==> config.mk <==
export PLATFORM = sky130hd
export DESIGN_NAME = pc_gen
export DESIGN_NICKNAME = d
export VERILOG_FILES = /design/src/rtl/pc_gen_pkg.sv /design/src/rtl/pc_gen_redir_prio_sel.sv /design/src/rtl/pc_gen.sv
export SDC_FILE = /design/constraint.sdc
export NUM_CORES = 1
export LEC_CHECK = 0
export CORE_MARGIN = 2
export CORE_UTILIZATION = 30
export CTS_CLUSTER_DIAMETER = 50
export CTS_CLUSTER_SIZE = 28
export DETAILED_ROUTE_END_ITERATION = 8
export DONT_BUFFER_PORTS = 1
export HOLD_SLACK_MARGIN = 0.03
export SYNTH_ARGS = -nofsm -noshare
export SYNTH_HDL_FRONTEND = slang
export SYNTH_SLANG_ARGS = --single-unit
==> constraint.sdc <==
create_clock -name clk_i -period 2.6 [get_ports clk_i]
set_input_delay 0.52 -clock clk_i [delete_from_list [all_inputs] [get_ports clk_i]]
set_output_delay 0.52 -clock clk_i [all_outputs]
set_load 0.1 [all_outputs]
==> src/rtl/pc_gen_pkg.sv <==
// Shared constants and helpers for the program-counter generator.
package pc_gen_pkg;

  // Front-end control states
  localparam logic [1:0] ST_IDLE = 2'd0;
  localparam logic [1:0] ST_RUN  = 2'd1;
  localparam logic [1:0] ST_HALT = 2'd2;

  // Clears the two low bits of a target; cast down to XLEN at the use site.
  localparam logic [63:0] PC_ALIGN_MASK = ~64'd3;

  // Epoch increment; the caller truncates to EPOCH_W, which gives the wrap.
  function automatic logic [7:0] epoch_inc(input logic [7:0] e);
    return e + 8'd1;
  endfunction

endpackage

==> src/rtl/pc_gen_redir_prio_sel.sv <==
// Fixed-priority selector: lowest asserted index wins, returns its target.
module redir_prio_sel #(
  parameter int N = 4,
  parameter int W = 32
) (
  input  logic [N-1:0]                      valid_i,
  input  logic [N*W-1:0]                    target_i,
  output logic                              any_valid_o,
  output logic [((N > 1) ? $clog2(N) : 1)-1:0] idx_o,
  output logic [W-1:0]                      target_o
);

  localparam int IDX_W = (N > 1) ? $clog2(N) : 1;

  assign any_valid_o = |valid_i;

  // Scan from highest to lowest so the lowest asserted index is the last writer
  always_comb begin
    idx_o    = '0;
    target_o = '0;
    for (int k = N - 1; k >= 0; k--) begin
      if (valid_i[k]) begin
        idx_o    = IDX_W'(k);
        target_o = target_i[k*W +: W];
      end
    end
  end

endmodule

==> src/rtl/pc_gen.sv <==
// Program-counter generator: boot/run/halt control, prioritised redirects,
// halt-time redirect capture and epoch tagging of every issued PC.
module pc_gen
  import pc_gen_pkg::*;
#(
  parameter int XLEN      = 32,
  parameter int NUM_REDIR = 4,
  parameter int PC_INC    = 4,
  parameter int EPOCH_W   = 3
) (
  input  logic                                           clk_i,
  input  logic                                           reset_ni,
  input  logic                                           enable_i,
  input  logic [XLEN-1:0]                                boot_pc_i,
  input  logic [NUM_REDIR-1:0]                           redir_valid_i,
  input  logic [NUM_REDIR*XLEN-1:0]                      redir_target_i,
  output logic [XLEN-1:0]                                pc_o,
  output logic                                           pc_valid_o,
  input  logic                                           pc_ready_i,
  output logic [EPOCH_W-1:0]                             epoch_o,
  output logic                                           redirect_o,
  output logic [((NUM_REDIR > 1) ? $clog2(NUM_REDIR) : 1)-1:0] redirect_src_o,
  output logic                                           misalign_o,
  output logic [1:0]                                     state_o
);

  // Handshake: pc_o is fetched when pc_valid_o && pc_ready_i at a rising edge.
  // pc_o only moves while valid on an accepted transfer or on a redirect,
  // and a redirect always bumps the epoch so stale fetches can be squashed.

  localparam int IDX_W = (NUM_REDIR > 1) ? $clog2(NUM_REDIR) : 1;

  logic [1:0]         r_state;
  logic [XLEN-1:0]    r_pc;
  logic               r_pc_valid;
  logic [EPOCH_W-1:0] r_epoch;
  logic               r_redirect;
  logic [IDX_W-1:0]   r_redirect_src;
  logic               r_misalign;
  logic               r_pend_valid;
  logic [XLEN-1:0]    r_pend_target;
  logic [IDX_W-1:0]   r_pend_idx;

  logic               w_live_any;
  logic [IDX_W-1:0]   w_live_idx;
  logic [XLEN-1:0]    w_live_target;
  logic               w_fin_any;
  logic [0:0]         w_fin_idx;
  logic [XLEN-1:0]    w_fin_target;
  logic [IDX_W-1:0]   w_apply_idx;
  logic               w_apply;
  logic               w_capture;

  // Pick the winning live request among the redirect channels
  redir_prio_sel #(.N(NUM_REDIR), .W(XLEN)) u_live_sel (
    .valid_i     (redir_valid_i),
    .target_i    (redir_target_i),
    .any_valid_o (w_live_any),
    .idx_o       (w_live_idx),
    .target_o    (w_live_target)
  );

  // Live request beats the held one; slot 0 is live, slot 1 is pending
  redir_prio_sel #(.N(2), .W(XLEN)) u_fin_sel (
    .valid_i     ({r_pend_valid, w_live_any}),
    .target_i    ({r_pend_target, w_live_target}),
    .any_valid_o (w_fin_any),
    .idx_o       (w_fin_idx),
    .target_o    (w_fin_target)
  );

  // Pending is only ever non-empty in HALT, so the final selector is valid
  // for every state; enable gates both application and capture.
  assign w_apply_idx = w_fin_idx[0] ? r_pend_idx : w_live_idx;
  assign w_apply     = enable_i && w_fin_any;
  assign w_capture   = !enable_i && w_live_any && (r_state != ST_IDLE) &&
                       (!r_pend_valid || (w_live_idx <= r_pend_idx));

  // State, PC, epoch, pending and pulse registers
  always_ff @(posedge clk_i or negedge reset_ni) begin
    if (!reset_ni) begin
      r_state        <= ST_IDLE;
      r_pc           <= '0;
      r_pc_valid     <= 1'b0;
      r_epoch        <= '0;
      r_redirect     <= 1'b0;
      r_redirect_src <= '0;
      r_misalign     <= 1'b0;
      r_pend_valid   <= 1'b0;
      r_pend_target  <= '0;
      r_pend_idx     <= '0;
    end else begin
      r_redirect <= 1'b0;
      r_misalign <= 1'b0;

      if (w_apply) begin
        r_pc           <= w_fin_target & XLEN'(PC_ALIGN_MASK);
        r_epoch        <= EPOCH_W'(epoch_inc(8'(r_epoch)));
        r_redirect     <= 1'b1;
        r_redirect_src <= w_apply_idx;
        r_misalign     <= (w_fin_target[1:0] != 2'b00);
      end

      if (w_capture) begin
        r_pend_valid  <= 1'b1;
        r_pend_target <= w_live_target;
        r_pend_idx    <= w_live_idx;
      end

      case (r_state)
        ST_IDLE: begin
          if (enable_i) begin
            if (!w_apply) r_pc <= boot_pc_i;
            r_pc_valid <= 1'b1;
            r_state    <= ST_RUN;
          end
        end
        ST_RUN: begin
          if (!enable_i) begin
            r_pc_valid <= 1'b0;
            r_state    <= ST_HALT;
          end else if (!w_apply && r_pc_valid && pc_ready_i) begin
            r_pc <= r_pc + XLEN'(PC_INC);
          end
        end
        ST_HALT: begin
          if (enable_i) begin
            r_pend_valid <= 1'b0;
            r_pc_valid   <= 1'b1;
            r_state      <= ST_RUN;
          end
        end
        default: r_state <= ST_IDLE;
      endcase
    end
  end

  assign pc_o           = r_pc;
  assign pc_valid_o     = r_pc_valid;
  assign epoch_o        = r_epoch;
  assign redirect_o     = r_redirect;
  assign redirect_src_o = r_redirect_src;
  assign misalign_o     = r_misalign;
  assign state_o        = r_state;

endmodule

==> impl_metrics.env <==
export IMPL_status="finished clean"
export IMPL_rsz0062_at_grt="no"
export IMPL_start_kind="flop"
export IMPL_core_um2=16700
export IMPL_cp_max_fo=19
export IMPL_design_area_um2=6010
export IMPL_p_seq_share_pct=39.7
export IMPL_grt_use_met2_pct=35.6
export IMPL_hold_path_class="in -> async"
export IMPL_synth_ff_type="dfrtp_1"
export IMPL_worstSetupPathType="reg -> reg"
export IMPL_cts_setup_buffers=0
export IMPL_wl_per_cell_um=23.8
export IMPL_place_ws_ns=0.149
export IMPL_worst_slew_pin_slew_ns=0.926
export IMPL_initial_core_util_pct=30.8
export IMPL_p_int_uw=2730
export IMPL_h_tree_depth=3
export IMPL_gp_congestion=0.892
export IMPL_die_area_um2=18200
export IMPL_syn_nets=788
export IMPL_top_usage_layer="met2"
export IMPL_placed_cell_area_um2=5690
export IMPL_die_w_um=135
export IMPL_syn_inst=616
export IMPL_remaining_drc_errors=0
export IMPL_drtAntennaViolNets=0
export IMPL_max_freq_ghz=0.463
export IMPL_portBuffers=0
export IMPL_netlist_area_um2=5140
export IMPL_power_frac_comb_pct=35.0
export IMPL_grtUsageTotal_pct=22.5
export IMPL_async_reset_ff_share_pct=100
export IMPL_wl_mm=20.6
export IMPL_power_uw=4870
export IMPL_ys_seq_elements=77
export IMPL_clock_sinks=77
export IMPL_avgViaCountPerCell=6.08
export IMPL_met3_usage_pct=5.37
export IMPL_clkPwrFrac_pct=25.3
export IMPL_reg2reg_depth=7
export IMPL_die_y_um=135
export IMPL_p_sw_share_pct=43.9
export IMPL_cts_buffers=9
export IMPL_path_clk_slew_ns=0.07
export IMPL_max_slew_margin_pct=38.3
export IMPL_power_switching_uw=2140
export IMPL_skew_ns=0.0142
export IMPL_antenna_cells=0
export IMPL_arrival_ns=2.40
export IMPL_drt_iter0_drc=576
export IMPL_final_common_cell="dfrtp_1"
export IMPL_grt_start_max_net_pins=78
export IMPL_worstSkewPairLatency_ns=0.35
export IMPL_cts_tree="yes"
export IMPL_ys_warnings_count=0
export IMPL_overflow=0
export IMPL_drive_above_1_share_pct=15.2
export IMPL_fin_ws_ns=0.439
export IMPL_antenna_found_initial=0
export IMPL_first_pass_iters=5
export IMPL_cts_repair_resized=0
export IMPL_drv_slew=0
export IMPL_worstSetupEndpointType="flop"
export IMPL_p_per_area_nw_per_um2=810
export IMPL_required_ns=2.84
export IMPL_fin_setup_tns_ns=0
export IMPL_use_met1_pct=31.1
export IMPL_hold_viol_final=0
export IMPL_area_growth_pct=16.8
export IMPL_layout_common_cells="77 x dfrtp_1, 71 x nand2_1, 69 x o21ai_0"
export IMPL_clockBufferDepth=2
export IMPL_fin_crit_ns=2.16
export IMPL_synth_cell_types=53
export IMPL_grt_pass1_wl_mm=31.1
export IMPL_final_nets=811
export IMPL_clock_tree_root_cell="clkbuf_16"
export IMPL_dp_hpwl_mm=16.2
export IMPL_whs_ns=0.0662
export IMPL_seq_area_frac_synth_pct=37.5
export IMPL_vias=5255
export IMPL_max_cap_violations=0
export IMPL_io_pins=210
export IMPL_setup_viol=0
export IMPL_fin_crit_sh_pct=83.1
export IMPL_max_vdd_ir_drop_mv=0.329
export IMPL_rows=47
export IMPL_avgSynthCellArea_um2=8.35
export IMPL_leakage_uw=0.00236
export IMPL_synth_edf_count=0
export IMPL_grt_pass1_vias=5058
-- synth_stat cells, drive strengths merged, types with 2 or more instances --
cell | number | share of area (%)
a31oi | 5 | 0.61
nand3 | 12 | 1.2
a311oi | 4 | 0.68
nand4 | 6 | 0.73
ha | 4 | 0.97
a22o | 3 | 0.51
dfrtp | 77 | 37
a21oi | 66 | 6.4
and4 | 4 | 0.68
o21ai | 70 | 6.9
a22oi | 15 | 2.2
nor3 | 20 | 2.0
o22ai | 13 | 1.6
a32o | 4 | 0.78
o221ai | 6 | 1.0
and2 | 3 | 0.36
nor2 | 36 | 2.7
buf | 11 | 1.3
inv | 14 | 1.0
o211ai | 3 | 0.44
a221o | 18 | 3.5
or4 | 2 | 0.44
nand2 | 71 | 5.2
xor2 | 10 | 1.7
mux2 | 12 | 2.6
o32ai | 5 | 0.85
nor2b | 14 | 1.7
clkbuf | 34 | 2.5
and3 | 11 | 1.3
a221oi | 27 | 5.0
o31ai | 4 | 0.58
a21o | 3 | 0.44
xnor2 | 7 | 1.2
a211oi | 4 | 0.58
nand2b | 6 | 0.73
-- state kept, by name, summed over array words and instances (netlist names) --
register,flops
redirect_o,1
r_pend_idx,2
pc_o,32
epoch_o,3
pc_valid_o,1
misalign_o,1
r_pend_valid,1
r_pend_target,32
state_o,2
redirect_src_o,2
-- worst max-delay path: stages, from the launching register on --
cell	delay, ns
dfrtp_1	0.48
inv_1	0.26
nand2_1	0.26
nor3_2	0.30
buf_12	0.19
and2_1	0.23
nor3_1	0.09
a221oi_2	0.24
-- area by class of cell --
class                           count  area (µm²)
Sequential cell                    77        1930
Fill cell                        1761       10700
Multi-Input combinational cell    479        2990
Timing Repair Buffer               57         473
Inverter                           15        56.3
Clock buffer                        9         225
Clock inverter                      7        65.1
Tap cell                          220         275
-- path summary, 6_finish.rpt --
| path | from | endpoint | slack [ns] |
|---|---|---|---|
| setup / recovery | r_pend_valid | pc_o[4] | 0.44 |
| hold reg to reg | r_pend_target[11] | r_pend_target[11] | 0.48 |
| min in group clk_i | enable_i | state_o[1] | 0.24 |
| max in group asynchronous | reset_ni | r_pend_target[4] | 2.22 |
| setup reg to reg | r_pend_valid | pc_o[4] | 0.44 |
| hold / removal | reset_ni | r_pend_target[26] | 0.07 |
-- metal layers --
metal / part of all wire (%) / wire (µm)
met4: 1.5 / 309
met1: 43 / 8920
met5: 0 / 0
met3: 9.6 / 1980
met2: 46 / 9390
-- power by group through the flow --
stage               registers (µW)  logic (µW)  clock network [µW]
finish                        1930        1700                1230
global route                  1970        1850                1290
CTS                           1930        1710                1250
detailed placement            1950        1670                   0
global placement              1930        1630                   0
floorplan                     2490         702                   0
-- repair_timing --
item                       CTS  global route
hold endpoints to repair    77             0
setup endpoints to repair    0             0
hold buffers                 1             0
-- per-stage QoR --
step	util (%)	cells
detailed placement	34.1	847
global placement	34.1	847
global route	36.0	864
finish	36.0	864
floorplan	-	616
CTS	36.0	864
-- kinds of logic after synthesis --
group | synth area share, %
adders and majority gates | 0.973
xor gates and xnor gates | 2.89
buffers and inverters | 4.89
and+or+nand+nor | 17.9
AOI/OAI and AO/OA | 33.3
muxes | 2.63
DFF | 37.5
Power figures use the tool's default switching activity.
